[src/rtl/fifo_pkg.sv]
// rtl/fifo_pkg.sv - shared helpers for the async FIFO status logic
package fifo_pkg;

  localparam int DEFAULT_DEPTH = 8;

  // Extended pointer width: one extra bit above the address width distinguishes full from empty.
  function automatic int ext_width(input int depth);
    return $clog2(depth) + 1;
  endfunction

  // Prefix XOR; valid for any Gray width up to 32 because unused upper bits are zero.
  function automatic logic [31:0] gray2bin(input logic [31:0] gray);
    logic [31:0] bin;
    bin = gray;
    for (int s = 1; s < 32; s = s * 2) begin
      bin = bin ^ (bin >> s);
    end
    return bin;
  endfunction

  typedef logic [ext_width(DEFAULT_DEPTH)-1:0] ext_ptr_t;

endpackage

[src/rtl/fifo_status_flags_sync.sv]
// rtl/fifo_status_flags_sync.sv - multi-stage synchroniser for the remote Gray pointer
module gray_ptr_sync #(
  parameter int WIDTH  = 3,
  parameter int STAGES = 2
) (
  input  logic             clk,
  input  logic             reset,
  input  logic [WIDTH-1:0] ptr_async,
  output logic [WIDTH-1:0] ptr_sync
);

  logic [WIDTH-1:0] chain [STAGES];

  always_ff @(posedge clk) begin
    if (reset) begin
      for (int i = 0; i < STAGES; i++) chain[i] <= '0;
    end else begin
      chain[0] <= ptr_async;
      for (int i = 1; i < STAGES; i++) chain[i] <= chain[i-1];
    end
  end

  assign ptr_sync = chain[STAGES-1];

endmodule

[src/rtl/fifo_status_flags.sv]
// rtl/fifo_status_flags.sv - registered full/empty/level/almost for one async FIFO side
// Optional sticky misuse flag on port error when FIFO_STATUS_ERROR_EN is defined.
module fifo_status_flags
  import fifo_pkg::*;
#(
  parameter int DEPTH         = 8,
  parameter int SYNC_STAGES   = 2,
  parameter int ALMOST_MARGIN = 1,
  parameter bit IS_WRITE_SIDE = 1'b1,
  localparam int PW = $clog2(DEPTH),
  localparam int EW = ext_width(DEPTH)
) (
  input  logic          clk,
  input  logic          reset,
  input  logic          enable,
  input  logic [PW-1:0] remote_ptr,
  output logic          full,
  output logic          empty,
  output logic          almost,
  output logic [EW-1:0] level
`ifdef FIFO_STATUS_ERROR_EN
  ,
  output logic          error
`endif
);

  logic [PW-1:0] remote_gray;
  logic [PW-1:0] remote_bin;
  logic [PW-1:0] remote_bin_prev;
  logic [PW-1:0] delta;
  logic [EW-1:0] remote_ext, remote_ext_next;
  logic [EW-1:0] local_ext, local_ext_next;
  logic [EW-1:0] level_next;

  gray_ptr_sync #(
    .WIDTH  (PW),
    .STAGES (SYNC_STAGES)
  ) u_sync (
    .clk       (clk),
    .reset     (reset),
    .ptr_async (remote_ptr),
    .ptr_sync  (remote_gray)
  );

  // Unwrap the synced address into a free-running count; relies on < DEPTH movement per sample.
  always_comb begin
    remote_bin      = PW'(gray2bin(32'(remote_gray)));
    delta           = remote_bin - remote_bin_prev;
    remote_ext_next = remote_ext + EW'(delta);
    local_ext_next  = local_ext + EW'(enable);
    level_next      = IS_WRITE_SIDE ? (local_ext_next - remote_ext_next)
                                    : (remote_ext_next - local_ext_next);
  end

  always_ff @(posedge clk) begin
    if (reset) begin
      remote_bin_prev <= '0;
      remote_ext      <= '0;
      local_ext       <= '0;
      level           <= '0;
      empty           <= 1'b1;
      full            <= 1'b0;
      almost          <= !IS_WRITE_SIDE;
    end else begin
      remote_bin_prev <= remote_bin;
      remote_ext      <= remote_ext_next;
      local_ext       <= local_ext_next;
      level           <= level_next;
      empty           <= (level_next == '0);
      full            <= (level_next == EW'(DEPTH));
      almost          <= IS_WRITE_SIDE ? (level_next >= EW'(DEPTH - ALMOST_MARGIN))
                                       : (level_next <= EW'(ALMOST_MARGIN));
    end
  end

`ifdef FIFO_STATUS_ERROR_EN
  always_ff @(posedge clk) begin
    if (reset) begin
      error <= 1'b0;
    end else if (enable && (IS_WRITE_SIDE ? full : empty)) begin
      error <= 1'b1;
    end
  end
`endif

endmodule

[config.mk]
export PLATFORM = sky130hd
export DESIGN_NAME = fifo_status_flags
export DESIGN_NICKNAME = d
export VERILOG_FILES = /design/src/rtl/fifo_pkg.sv /design/src/rtl/fifo_status_flags_sync.sv /design/src/rtl/fifo_status_flags.sv
export SDC_FILE = /design/constraint.sdc
export NUM_CORES = 1
export LEC_CHECK = 0
export ABC_AREA = 1
export CAP_MARGIN = 25
export CORE_MARGIN = 3
export CORE_UTILIZATION = 53
export CTS_CLUSTER_SIZE = 20
export DETAILED_ROUTE_END_ITERATION = 12
export MAX_ROUTING_LAYER = met4
export PLACE_DENSITY = 0.74
export SYNTH_ARGS = -nofsm -noshare
export SYNTH_HDL_FRONTEND = slang
export SYNTH_SLANG_ARGS = --single-unit
[constraint.sdc]
create_clock -name clk -period 4 [get_ports clk]
set_input_delay 1 -clock clk [delete_from_list [all_inputs] [get_ports clk]]
set_output_delay 1 -clock clk [all_outputs]
set_load 0.01 [all_outputs]
== After elaboration in Yosys (flattened, before gate mapping) ==
Memories as Yosys holds them, arrays and structs flattened.
Index checks and enable logic that the tools add are counted.

* Add/sub/neg operators: 4
* Reduce and logical (&&, ||, !) cells: 1
* Eq/ne operators: 1
* Bitwise operators: 7
* Mux-type cells: 5
* Magnitude comparators: 1

{| class="wikitable"
|+ Operator list
! operator !! count
|-
| $xor 3x1->3 const B || 3
|-
| $mux 3 || 2
|-
| $add 4x1->4 || 1
|-
| $add 4x3->4 || 1
|-
| $eq 4x4->1 const B || 1
|-
| $ge 4x3->1 const B || 1
|-
| $logic_not 4->1 || 1
|-
| $sub 4x4->4 || 1
|-
| $mux 1 || 3
|-
| $sub 3x3->3 || 1
|-
| $xor 3x1->3 || 1
|-
| $xor 3x2->3 || 1
|-
| $or 1x1->1 || 2
|}

* Register bits after elaboration: 18
* Input port bits: 6
* Output and inout port bits: 7
* Bits in writable memories: 6
* Memories kept: 1

{| class="wikitable"
|+ Memories
! memory !! words !! width !! rd ports !! clocked after Yosys merged registers in !! wr ports !! RTL line !! source
|-
| u_sync.chain || 2 || 3 || 2 || 0 || 2 || fifo_status_flags_sync.sv:12 || <nowiki>logic [WIDTH-1:0] chain [STAGES];</nowiki>
|}

== Logic depth before layout (Yosys ltp) ==
* Word-level depth: 9
* Depth in mapped cells: 19

== Cells and area by module ==
A second synthesis with hierarchy kept.

* Cells, all modules: 133
* Area, all modules: 1151.1 um2

{| class="wikitable"
|+ By module, submodules not included
! module !! cells each !! seq. area each (um2) !! times used !! area each (um2)
|-
| fifo_status_flags || 112 || 360.3 || 1 || 963.4
|-
| gray_ptr_sync || 21 || 120.1 || 1 || 187.7
|}

== Worst setup path before layout ==
OpenSTA, ideal clock, no wires.

* Path type: register to register
* Start: memory u_sync.chain[1][2], in the netlist u_sync.chain[0][5]
* End: register almost
* Data required time: 3886 ps
* Setup slack: 928 ps
* Buffers on the path: 0
* Period minus slack after synthesis: 3072 ps
* Cell stages (with the launch flop): 19
* Setup time: 114 ps
* Arrival time: 2958 ps
* Path through: dfxtp_1 xnor2_2 xor2_1 ha_1 fa_1 xnor2_1 xor2_1 inv_1 ha_1 xnor2_1 ha_1 nand2_1 nand2_1 nor2_1 nand2_1 nand3_1 nand2_2 nand2_2 nand2_1

{| class="wikitable"
|+ RTL lines
! item !! RTL line !! source
|-
| start: declaration || fifo_status_flags_sync.sv:12 ||
|-
| end signal: assignment || fifo_status_flags.sv:63 || <nowiki>almost <= !IS_WRITE_SIDE;</nowiki>
|-
| end signal: assignment || fifo_status_flags.sv:71 || <nowiki>almost <= IS_WRITE_SIDE ? (level_next >= EW'(DEPTH - ALMOST_MARGIN))</nowiki>
|-
| end: declaration || fifo_status_flags.sv:19 || <nowiki>output logic almost,</nowiki>
|}

==> summary.txt <==
Outcome: complete, no violations
Clock share of power: 15.5%
Final HPWL DP: 1300 um
Die ar.: 2610 um2
Layout fillers: 157
Total negative slack: 0 ps
Hold EP: u_sync.chain[0][3]
Worst slew margin: 48.9%
Post-synth EDFFs: 0
Hold Path Cell Cnt: 2
Final worst slack: 692 ps
Final Critical Period: 3310 ps
Clock tree sinks: 24
Post-synthesis sequential area ratio: 44.5%
Sw Ratio: 36.0%
DRT iter0 DRCs: 6
# diodes: 0
Total CTS buffers: 3
Switch Pwr: 0.282 mW
RSZ-0062 raised after global routing: no
Layout cells sized above 1: 10.0%
Met3 usage: 5.25%
First-pass GRT wire length: 3270 um
Worst Tran Pin Value: 764 ps
Ports: 13
Via density per instance: 4.60
DR vias: 759
Final GP Congestion: 0.719
Ys flop type: dfxtp_1
Root Buffer: clkbuf_4
Setup WS pre-CTS: 709 ps
Worst Clk Skew: 8.17 ps
Crit share post-route: 82.7%
Worst Reg-to-Reg Cells: 18
Die height: 51.1 um
Multi-input logic area: 500 um2
Logic pwr share: 45.6%
Fmax: 0.302 GHz
Critical path arrival: 3520 ps
Hold WC Path Type: flop to flop
Bufs on Longest Clock Path: 2
Asr flop ratio synth: 0%
Grt ovf: 0
Synth top area cells: dfxtp_1 44%, ha_1 10%, inv_1 8.0%, nor2_1 7.6%, fa_1 5.6%
Largest area contributor in the netlist: dfxtp_1
Synth Register Bits: 24
Die W: 51.1 um
Largest net degree at the start of global routing: 23
Post-Syn Area: 1080 um2
Met1 usage: 20.4%
Synth warn: 0
Leak Pwr: 0.630 nW
R2r setup slk: 690 ps
Synth top area share: 44.5%
List of most frequent post-synthesis cells: 24 x dfxtp_1, 23 x inv_1, 22 x nor2_1
WP data required: 4210 ps
First-pass DRT Iterations: 3
Vias in the first global route: 802
Kind of critical path: flop to flop
Rows: 15
Post-CTS Resized: 0
Setup Viol. Count Final: 0
Crit path capture type: flop
Fin. max-slew vios: 0
M2 GR Usage: 28.5%
Cell Pwr Density: 622 nW/um2
# DRC: 0
Hold Crit Start: u_sync.chain[0][0]
Wire per inst: 10.1 um
DRT antenna net count: 0
Layout area overhead: 16.7%
CTS tree: done
P_int: 0.502 mW
Sequential share of power: 38.9%
Post-CTS setup repair buffer count: 0
Post-CTS Hold Buffers: 0
Initial core utilization: 59.3%
R2r startpoint: u_sync.chain[0][5]
# Max-Cap Violations: 0
PortBufs: 12
CP Launch Type: flop
Syn nets: 144
Antenna violations before repair: 0
Final WL: 1670 um
H-tree Lvls: 1
Layout net count: 159
Max IR drop VDD: 0.386 mV
Reg area: 480 um2
Most instantiated library cell after synthesis: dfxtp_1
Crit-path max FO: 4
Reg2reg end: almost
Final-report hold violation count: 0
Gate Count Post-Synth: 126
Mean Syn Cell Area: 8.57 um2
Yosys cell types: 21
Worst-path clk slew: 120 ps
Core ar.: 1820 um2
Total GRT Usage: 17.2%
Worst-Skew Late Latency: 310 ps
Most used routing layer: met2
==> per-stage QoR <==
step           hold slack (ps)  total power [mW]  util (%)  instances  instance area [um2]
2_1_floorplan              388             0.562         -        126                 1080
3_3_place_gp               394             0.661      67.2        161                 1220
3_5_place_dp               392             0.670      67.2        161                 1220
4_1_cts                    406             0.797      69.2        165                 1260
5_1_grt                    420             0.864      69.2        165                 1260
6_report                   398             0.784      69.2        165                 1260
==> worst max-delay path by stage <==
stage | endpoint | slack [ps] | from | cells after the start
after CTS | almost | 670 | u_sync.chain[0][5] | 18
after global routing | almost | 300 | u_sync.chain[0][5] | 18
after detailed placement | almost | 710 | u_sync.chain[0][5] | 18
after floorplan | almost | 930 | u_sync.chain[0][5] | 18
final | almost | 690 | u_sync.chain[0][5] | 18
after global placement | almost | 770 | u_sync.chain[0][5] | 18
==> placed cells by master, fill, tap and decap left out, drive strengths merged <==
cell,instances
clkinv,1
clkdlybuf4s50,12
clkbuf,4
nand4,2
inv,23
nand2,19
xnor2,3
ha,9
dfxtp,24
or2,2
xor2,3
nand3,9
a21oi,2
nor2,23
fa,3
o21bai,1
==> metal layers <==
| metal | part of all wire [%] | wire length, um |
|---|---|---|
| met5 | 0 | 0 |
| met3 | 4.6 | 77 |
| met1 | 48 | 796 |
| met4 | 0 | 0 |
| met2 | 48 | 793 |
==> sequential cells by signal (all words and copies together) (netlist names) <==
name             cells
almost               1
empty                1
full                 1
level                4
local_ext            4
remote_bin_prev      3
remote_ext           4
u_sync.chain         6
==> power by group through the flow <==
| stage | clock (mW) | combinational (mW) | sequential, mW |
|---|---|---|---|
| finish | 0.122 | 0.357 | 0.305 |
| global placement | 0 | 0.352 | 0.309 |
| global route | 0.140 | 0.414 | 0.310 |
| CTS | 0.128 | 0.363 | 0.306 |
| detailed placement | 0 | 0.359 | 0.311 |
| floorplan | 0 | 0.240 | 0.322 |
==> critical path, stage by stage, from the launching register on <==
cell     delay (ps)
dfxtp_1         370
xnor2_2         220
xor2_1          130
ha_1            230
fa_1            380
xnor2_1         190
xor2_1          160
inv_1            60
ha_1            320
xnor2_1         220
ha_1            310
nand2_1          90
nand2_1          50
nor2_1           90
nand2_1          70
nand3_1         100
nand2_2          70
nand2_2          90
nand2_1          60
==> area by class of cell <==
class / instances / area share [%]
flip-flops and latches: 24 / 38.1
multi-input cells: 76 / 39.7
inverters: 24 / 7.25
well taps: 25 / 2.48
clock buffers: 4 / 2.88
repair buffers: 12 / 9.53
==> cells by family (layout without fill, tap and decap cells) <==
group                      Yosys count  in the layout  share of synthesized area [%]
and+or+nand+nor                     55             55                           23.2
xor gates and xnor gates             6              6                           5.56
buffers and inverters               26             40                           9.15
AOI/OAI and AO/OA                    3              3                           1.62
adders and majority gates           12             12                           16.0
DFF                                 24             24                           44.5
(Power assumes the default switching activity.)
